### src/rtl/hyper_cmd_seq.sv
// ---------------------------------------------------------------------------
// hyper_cmd_seq
//
// Command sequencer that sits in front of the hyper_xface HyperRAM
// controller. After reset it waits out the HyperRAM power-up time and writes
// configuration register CR0. It then turns each host command into exactly
// one rd_req/wr_req transaction. Read dwords are buffered in a response FIFO
// so the host can apply back-pressure even though the controller cannot.
//
// Ports
//   clk, reset_l              clock, asynchronous active-low reset
//   cmd_valid/cmd_ready       host command handshake
//   cmd_op                    00 read mem, 01 write mem, 10 write reg, 11 illegal
//   cmd_addr/cmd_data/cmd_be  dword address, write data, write byte enables
//   cmd_len                   read length in dwords (0 is treated as 1)
//   rsp_valid/rsp_ready       read-data handshake
//   rsp_data/rsp_last         read dword, last-dword-of-command marker
//   init_done                 CR0 write completed (stays high)
//   cmd_err                   sticky error flag, cleared only by reset
//   rd_req/wr_req             single-cycle request pulses to the controller
//   mem_or_reg                0 = memory space, 1 = register space
//   wr_byte_en/rd_num_dwords/addr/wr_d   request fields, held between issues
//   rd_d/rd_rdy/busy          controller read data, read strobe, busy
//   latency_1x/latency_2x     constant latency settings
// ---------------------------------------------------------------------------
module hyper_cmd_seq #(
    parameter int          INIT_CYCLES = 24900,
    parameter logic [31:0] CR0_ADDR    = 32'h0000_0800,
    parameter logic [15:0] CR0_VALUE   = 16'h8F1F,
    parameter logic [7:0]  LAT_1X      = 8'h10,
    parameter logic [7:0]  LAT_2X      = 8'd22,
    parameter int          RSP_DEPTH   = 32
) (
    input  logic        clk,
    input  logic        reset_l,
    input  logic        cmd_valid,
    output logic        cmd_ready,
    input  logic [1:0]  cmd_op,
    input  logic [31:0] cmd_addr,
    input  logic [31:0] cmd_data,
    input  logic [3:0]  cmd_be,
    input  logic [5:0]  cmd_len,
    output logic        rsp_valid,
    input  logic        rsp_ready,
    output logic [31:0] rsp_data,
    output logic        rsp_last,
    output logic        init_done,
    output logic        cmd_err,
    output logic        rd_req,
    output logic        wr_req,
    output logic        mem_or_reg,
    output logic [3:0]  wr_byte_en,
    output logic [5:0]  rd_num_dwords,
    output logic [31:0] addr,
    output logic [31:0] wr_d,
    input  logic [31:0] rd_d,
    input  logic        rd_rdy,
    input  logic        busy,
    output logic [7:0]  latency_1x,
    output logic [7:0]  latency_2x
);

    localparam int          AW        = (RSP_DEPTH > 1) ? $clog2(RSP_DEPTH) : 1;
    localparam logic [31:0] INIT_LAST = 32'(INIT_CYCLES - 1);
    localparam logic [31:0] DEPTH_W   = 32'(RSP_DEPTH);
    localparam logic [AW:0] PTR_ONE   = (AW + 1)'(1);

    localparam logic [1:0] OP_RD_MEM  = 2'b00;
    localparam logic [1:0] OP_WR_MEM  = 2'b01;
    localparam logic [1:0] OP_ILLEGAL = 2'b11;

    typedef enum logic [2:0] {
        S_INIT_WAIT,
        S_INIT_ISSUE,
        S_WAIT_BUSY,
        S_WAIT_DONE,
        S_IDLE,
        S_ISSUE
    } state_t;

    state_t      state;
    state_t      state_next;

    logic [31:0] init_cnt;

    // Latched host command
    logic [1:0]  op_q;
    logic [31:0] addr_q;
    logic [31:0] data_q;
    logic [3:0]  be_q;
    logic [5:0]  len_q;

    // Outstanding-read tracking
    logic        rd_active;
    logic [5:0]  rcv_cnt;

    // Response FIFO: {last, data}
    logic [32:0] fifo_mem [RSP_DEPTH];
    logic [AW:0] wptr;
    logic [AW:0] rptr;
    logic [AW:0] occ;
    logic        fifo_empty;
    logic        fifo_full;
    logic        push;
    logic        pop;

    // FSM strobes
    logic        accept;
    logic        init_fire;
    logic        issue_fire;
    logic        done_exit;

    logic [5:0]  cmd_len_eff;
    logic        cmd_illegal;
    logic [31:0] free_space;
    logic        issue_ok;
    logic        rd_push;
    logic        rd_last_push;

    assign latency_1x = LAT_1X;
    assign latency_2x = LAT_2X;

    assign cmd_len_eff = (cmd_len == 6'd0) ? 6'd1 : cmd_len;
    assign cmd_illegal = (cmd_op == OP_ILLEGAL) || (32'(cmd_len_eff) > DEPTH_W);

    // Nothing else can be in flight while in ISSUE, so free space alone
    // guarantees the whole burst fits and the FIFO cannot overflow.
    assign occ        = wptr - rptr;
    assign free_space = DEPTH_W - 32'(occ);
    assign issue_ok   = !busy && ((op_q != OP_RD_MEM) || (32'(len_q) <= free_space));

    assign rd_push      = rd_rdy && rd_active;
    assign rd_last_push = rd_push && ((rcv_cnt + 6'd1) == len_q);

    // ------------------------------------------------------------------
    // FSM: state register and init counter
    // ------------------------------------------------------------------
    always_ff @(posedge clk or negedge reset_l) begin
        if (!reset_l) begin
            state    <= S_INIT_WAIT;
            init_cnt <= '0;
        end else begin
            state <= state_next;
            if (state == S_INIT_WAIT) begin
                init_cnt <= init_cnt + 32'd1;
            end
        end
    end

    // ------------------------------------------------------------------
    // FSM: next state and strobes
    // ------------------------------------------------------------------
    always_comb begin
        state_next = state;
        cmd_ready  = 1'b0;
        accept     = 1'b0;
        init_fire  = 1'b0;
        issue_fire = 1'b0;
        done_exit  = 1'b0;
        case (state)
            S_INIT_WAIT: begin
                if (init_cnt == INIT_LAST) begin
                    state_next = S_INIT_ISSUE;
                end
            end
            S_INIT_ISSUE: begin
                if (!busy) begin
                    init_fire  = 1'b1;
                    state_next = S_WAIT_BUSY;
                end
            end
            S_WAIT_BUSY: begin
                if (busy) begin
                    state_next = S_WAIT_DONE;
                end
            end
            S_WAIT_DONE: begin
                // A final dword arriving on the exit edge still completes the read.
                if (!busy && (!rd_active || rd_last_push)) begin
                    done_exit  = 1'b1;
                    state_next = S_IDLE;
                end
            end
            S_IDLE: begin
                cmd_ready = init_done;
                if (cmd_valid && init_done) begin
                    accept = 1'b1;
                    if (!cmd_illegal) begin
                        state_next = S_ISSUE;
                    end
                end
            end
            S_ISSUE: begin
                if (issue_ok) begin
                    issue_fire = 1'b1;
                    state_next = S_WAIT_BUSY;
                end
            end
            default: state_next = S_INIT_WAIT;
        endcase
    end

    // ------------------------------------------------------------------
    // Command latch, init_done and sticky error
    // ------------------------------------------------------------------
    always_ff @(posedge clk or negedge reset_l) begin
        if (!reset_l) begin
            op_q      <= '0;
            addr_q    <= '0;
            data_q    <= '0;
            be_q      <= '0;
            len_q     <= '0;
            init_done <= 1'b0;
            cmd_err   <= 1'b0;
        end else begin
            if (accept && !cmd_illegal) begin
                op_q   <= cmd_op;
                addr_q <= cmd_addr;
                data_q <= cmd_data;
                be_q   <= cmd_be;
                len_q  <= cmd_len_eff;
            end
            if (done_exit) begin
                init_done <= 1'b1;
            end
            if ((accept && cmd_illegal) || (rd_rdy && !rd_active)) begin
                cmd_err <= 1'b1;
            end
        end
    end

    // ------------------------------------------------------------------
    // Controller request outputs: pulses plus fields held until next issue
    // ------------------------------------------------------------------
    always_ff @(posedge clk or negedge reset_l) begin
        if (!reset_l) begin
            rd_req        <= 1'b0;
            wr_req        <= 1'b0;
            mem_or_reg    <= 1'b0;
            addr          <= '0;
            wr_d          <= '0;
            wr_byte_en    <= '0;
            rd_num_dwords <= '0;
        end else begin
            rd_req <= 1'b0;
            wr_req <= 1'b0;
            if (init_fire) begin
                wr_req     <= 1'b1;
                mem_or_reg <= 1'b1;
                addr       <= CR0_ADDR;
                wr_d       <= {CR0_VALUE, 16'h0000};
                wr_byte_en <= 4'hC;
            end else if (issue_fire) begin
                addr <= addr_q;
                case (op_q)
                    OP_RD_MEM: begin
                        rd_req        <= 1'b1;
                        mem_or_reg    <= 1'b0;
                        rd_num_dwords <= len_q;
                    end
                    OP_WR_MEM: begin
                        wr_req     <= 1'b1;
                        mem_or_reg <= 1'b0;
                        wr_d       <= data_q;
                        wr_byte_en <= be_q;
                    end
                    default: begin
                        wr_req     <= 1'b1;
                        mem_or_reg <= 1'b1;
                        wr_d       <= data_q;
                        wr_byte_en <= 4'hF;
                    end
                endcase
            end
        end
    end

    // ------------------------------------------------------------------
    // Outstanding read: dword counter, cleared by the final push
    // ------------------------------------------------------------------
    always_ff @(posedge clk or negedge reset_l) begin
        if (!reset_l) begin
            rd_active <= 1'b0;
            rcv_cnt   <= '0;
        end else begin
            if (issue_fire && (op_q == OP_RD_MEM)) begin
                rd_active <= 1'b1;
                rcv_cnt   <= '0;
            end else if (rd_push) begin
                rcv_cnt <= rcv_cnt + 6'd1;
                if (rd_last_push) begin
                    rd_active <= 1'b0;
                end
            end
        end
    end

    // ------------------------------------------------------------------
    // Response FIFO
    // ------------------------------------------------------------------
    assign fifo_empty = (wptr == rptr);
    assign fifo_full  = (wptr[AW] != rptr[AW]) && (wptr[AW-1:0] == rptr[AW-1:0]);
    assign push       = rd_push && !fifo_full;
    assign pop        = rsp_valid && rsp_ready;

    assign rsp_valid = !fifo_empty;
    // Gated so the outputs read zero while empty, including right after reset.
    assign rsp_data  = fifo_empty ? 32'h0 : fifo_mem[rptr[AW-1:0]][31:0];
    assign rsp_last  = fifo_empty ? 1'b0  : fifo_mem[rptr[AW-1:0]][32];

    always_ff @(posedge clk or negedge reset_l) begin
        if (!reset_l) begin
            wptr <= '0;
            rptr <= '0;
        end else begin
            if (push) begin
                wptr <= wptr + PTR_ONE;
            end
            if (pop) begin
                rptr <= rptr + PTR_ONE;
            end
        end
    end

    always_ff @(posedge clk) begin
        if (push) begin
            fifo_mem[wptr[AW-1:0]] <= {rd_last_push, rd_d};
        end
    end

endmodule

### config.mk
export PLATFORM = sky130hd
export DESIGN_NAME = hyper_cmd_seq
export DESIGN_NICKNAME = d
export VERILOG_FILES = /design/src/rtl/hyper_cmd_seq.sv
export SDC_FILE = /design/constraint.sdc
export NUM_CORES = 1
export LEC_CHECK = 0
export CORE_MARGIN = 2
export CORE_UTILIZATION = 50
export CTS_CLUSTER_DIAMETER = 80
export DETAILED_ROUTE_END_ITERATION = 10
export PLACE_DENSITY = 0.68
export SLEW_MARGIN = 10
export SYNTH_ARGS = -nofsm -noshare
export SYNTH_HDL_FRONTEND = slang
export SYNTH_SLANG_ARGS = --single-unit
### constraint.sdc
create_clock -name clk -period 5.25 [get_ports clk]
set_clock_uncertainty 0.15 [all_clocks]
set_input_delay 1.05 -clock clk [delete_from_list [all_inputs] [get_ports clk]]
set_output_delay 1.05 -clock clk [all_outputs]
set_load 0.02 [all_outputs]
# Word-level counts from Yosys, hierarchy flattened
# Memory sizes are Yosys's and may differ from the RTL's.
# Index checks and enable logic that the tools add are counted.
# W data, S select, Z words.
# totals
register_bits	209
latchBits	0
ram_bits	1056
mem_bits_ro	0
in_bits	114
out_inout_bits	130
mem_count	1
# classes
n_addsub	6
multipliers	0
n_div	0
magnitude_cmp	2
n_eq_ne	20
n_shift	0
muxes	44
bitwise	1
reduce_logical	33
# memory_table
memory	words	width	rd	rd_clocked_by_memory_dff	wr	line	rtl
fifo_mem	32	33	1	0	1	98	logic [32:0] fifo_mem [RSP_DEPTH];
# ops
operator	count
$mux W32	6
$add A32 B1 Y32 const B	1
$eq A32 B15 Y1 const B	1
$le A6 B32 Y1	1
$mux W1	24
$mux W3	7
$add A6 B1 Y6 const B	3
$mux W6	3
$pmux W3 S6	1
$ne A2 B2 Y1 const B	7
$eq A6 B6 Y1	2
$logic_and A1 B1 Y1	12
$mux W4	2
$pmux W4 S2	1
$reduce_bool A2 Y1	4
$reduce_and A7 Y1	1
$sub A6 B6 Y7 const A	1
$eq A3 B2 Y1 const B	2
$eq A3 B3 Y1 const B	2
$gt A6 B6 Y1 const B	1
$logic_not A6 Y1	1
$sub A6 B6 Y6	1
$eq A5 B5 Y1	1
$logic_not A1 Y1	5
other kinds (12)	16

# Longest topological paths before layout
# depth
ltp_word	10
ltp_mapped	20

# Worst setup path before layout
# Ideal clock, no wire load.
# synth_path
path_kind	reg2reg
startpoint	register rptr[2]
endpoint	memory fifo_mem[31][0] (enable)
arrival_ps	3943
required_time_ps	4677
setup_slack_ps	733
path_stages_with_launch	12
period_less_slack_ps	4517
cell_sequence	dfrtp_1 > clkbuf_1 > clkbuf_1 > clkbuf_1 > inv_1 > ha_1 > nand3_1 > nor2_1 > a21oi_1 > nand2_1 > clkbuf_1 > nor2_1
# synth_between
elab_chain_cells	6
# synth_lines
element	line	rtl
from (decl)	100	logic [AW:0] rptr;
from (signal assigned)	320	rptr <= rptr + PTR_ONE;
$eq A5 B5 Y1	302	assign fifo_full = (wptr[AW] != rptr[AW]) && (wptr[AW-1:0] == rptr[AW-1:0]);
$logic_and A1 B1 Y1	302	
$logic_not A1 Y1	303	assign push = rd_push && !fifo_full;
$logic_and A1 B1 Y1	303	
$mux W1	326	if (push) begin
$mux W1 (implied by the code)	327	fifo_mem[wptr[AW-1:0]] <= {rd_last_push, rd_d};
to (decl)	98	
# No other way between the ends.

# Worst setup path after layout
# layout_path
startpoint	register rptr[1]
endpoint	output rsp_data[11]
# layout_between
elab_chain_cells	2
# layout_lines
element	line	rtl
$mem_v2 Z32 W33 / $eq A6 B6 Y1 (equally long branches)	n/a	
$mux W32 (*)	308	assign rsp_data = fifo_empty ? 32'h0 : fifo_mem[rptr[AW-1:0]][31:0];
to (decl)	45	output logic [31:0] rsp_data,
# Mark *: on every way between the ends. The rest lies on a longest branch, timed or not.

==> out/results.tsv <==
metric	value	unit
initial antenna violation count	4	
Via-to-Cell Ratio	6.13	
Comb power frac	0.299	
Core Region	98400	µm²
Leakage	0.0198	µW
Initial DRC Count	2962	
fin crit period	5120	ps
CTS tree	built	
Area Growth Syn to Fin	17.8	%
Top cell by count, worst path	mux4_2	
Die Wd	319	µm
DR pass1 iterations	5	
Root Buffer	clkbuf_16	
commonest non-fill, non-tap cell in the layout	edfxtp_1	
Slowest Stage Delay on Critical Path	710	ps
headroom to the max-slew limit	0.254	
commonest cells after routing, fill and taps aside	edfxtp_1 (1,056), mux4_2 (330), clkdlybuf4s50_1 (223)	
ys flop type	edfxtp_1	
net switching power	8800	µW
post-DP HPWL	66300	µm
Tightest Pin Transition	1110	ps
Net Sw Frac	0.301	
worst hold path class	primary input to asynchronous set/reset pin	
final hold vios	0	
Fmax	195	MHz
Max Slew Vio Count	0	
Data arrival, critical path	3920	ps
Die Y	319	µm
Residual DRC	0	
WL final	119000	µm
Routed Antenna Nets	0	
pwr/cell area	499	nW/µm²
ys async rst share	0.165	
Max VDD drop	742	µV
# setup viols final	0	
Internal Power	20400	µW
dominant cells by area after synthesis	edfxtp_1 (64%), mux4_2 (15%), dfrtp_1 (11%)	
RSZ-0062 raised after global routing	false	
Crit Path Class	register to output port	
Synth cell types	60	
Seq pwr share	0.388	
Clock transition at path regs	60	ps
gr usage total	0.237	
synthesized cell area	49700	µm²
Die Area	102000	µm²
Req. time, crit path	4050	ps
Final Cycle Share	0.976	
CP endpoint kind	output port	
crit path max fanout	51	
TNS Setup	0	ps
share of layout cells above drive strength 1	0.261	
io pins	244	
register bit total from synthesis	1265	
final net count	2885	
cts bufs inserted	133	
GRT overflow	0	
pre-CTS WS	606	ps
max reg flops	1056	
H-tree depth	4	
first-pass GRT wire length	176000	µm
post-synth top area share	0.639	
cells after synthesis	2446	
Clock Latency Late Sink	740	ps
largest net degree at the start of global routing	115	
synthesized area per cell	20.3	µm²
fin util	0.594	
IO buf count	227	
Initial Util	0.505	
CP max stage cell	dfrtp_4	
cts hold-fix bufs	0	
GP Congestion	0.793	
# rows	115	
register area share after synthesis	0.744	
status	complete, no violations	
post-synth top area cell	edfxtp_1	
Startpoint Class	register	
clock power share	0.312	
max-cap violations	0	
Synth Warn #	0	
vias in the first global route	26000	
Final WS setup	127	ps
clock buffer depth	3	
number of synthesized flops with an enable pin	1056	
clk sink count	1265	
Cell Chain, Critical Path	buf_12 -> buf_4 -> mux4_2 -> mux4_2 -> nand2_1 -> a21oi_1 -> clkdlybuf4s50_1	
total number of vias	25400	
Routed WL per cell	28.7	µm
==> cell usage after synthesis, types with 7 or more instances <==
| master | count |
|---|---|
| buf_2 | 31 |
| ha_1 | 19 |
| dfrtp_1 | 209 |
| nor4_1 | 7 |
| edfxtp_1 | 1056 |
| nand2_1 | 139 |
| a21oi_1 | 51 |
| a22o_1 | 23 |
| xor2_1 | 22 |
| xnor2_1 | 36 |
| clkbuf_1 | 84 |
| nand3_1 | 50 |
| nor3_1 | 13 |
| nand4_1 | 41 |
| nor2_1 | 76 |
| mux2_2 | 83 |
| inv_1 | 17 |
| o211ai_1 | 33 |
| o21ai_0 | 9 |
| mux4_2 | 330 |
| o22a_1 | 7 |
| buf_4 | 18 |
| and3_1 | 10 |
| buf_1 | 16 |
==> per-layer routing <==
layer  wire [µm]  track usage  vias to the layer above
li1            -            -                    10500
met1       48700        0.338                    13600
met2       58300        0.378                     1079
met3        9490       0.0450                      174
met4        2390       0.0639                        2
met5          13            0                        -
==> critical path, delay by kind of cell (launching register included) <==
| family | cells | cell delay [ps] |
|---|---|---|
| multiplexers | 2 | 820 |
| flip-flops | 1 | 710 |
| AO/OA/AOI/OAI | 1 | 140 |
| AND/OR/NAND/NOR | 1 | 150 |
| buffers and inverters | 3 | 1260 |
==> power groups by stage <==
stage | clock network [µW] | registers, µW | logic (µW)
2_1_floorplan | 0 | 11400 | 5730
6_report | 9120 | 11300 | 8730
3_5_place_dp | 0 | 11500 | 8750
5_1_grt | 9660 | 11300 | 9320
4_1_cts | 9260 | 11300 | 8800
3_3_place_gp | 0 | 11500 | 8680
==> cells by family after synthesis <==
logic type               Yosys count  share of synthesized area
flip-flops                      1265                      0.744
XOR/XNOR                          60                     0.0109
adder cells (fa/ha/maj)           20                    0.00519
buffers and inverters            171                     0.0154
other                              2                   0.000151
multiplexers                     414                      0.169
AND/OR/NAND/NOR                  372                     0.0358
AO/OA/AOI/OAI                    142                     0.0199
==> final timing paths <==
check / cells past startpoint / endpoint / start / slack [ps]
hold / removal: 1 / rcv_cnt[3] / reset_l / 290
max in group asynchronous: 2 / addr[11] / reset_l / 3570
hold reg to reg: 1 / wr_d[18] / data_q[18] / 330
min in group clk: 1 / wr_d[18] / data_q[18] / 330
setup reg to reg: 16 / addr[14] / rptr[1] / 670
setup / recovery: 7 / rsp_data[11] / rptr[1] / 130
==> metrics by stage <==
step | std cells | instance area (µm²) | hold slack (ps) | power [µW]
floorplan | 2460 | 49700 | 304 | 17100
global placement | 3902 | 54300 | 312 | 20200
detailed placement | 3902 | 54300 | 322 | 20300
CTS | 4134 | 58500 | 308 | 29400
global route | 4138 | 58500 | 347 | 30300
finish | 4138 | 58500 | 291 | 29200
==> final cells by class <==
type	count	area [µm²]
repair buffers	307	3360
fillers	6924	39900
flip-flops and latches	1265	37000
multi-input cells	1024	12300
clock inverters	61	659
inverters	20	77.6
diodes	3	7.51
well taps	1287	1610
clock buffers	171	3560
==> repair_timing <==
| action | 4_1_cts | 5_1_grt |
|---|---|---|
| buffers inserted | 0 | 1 |
| setup endpoints to repair | 3 | 9 |
| resized for setup | 1 | 2 |
Power figures use the tool's default switching activity.
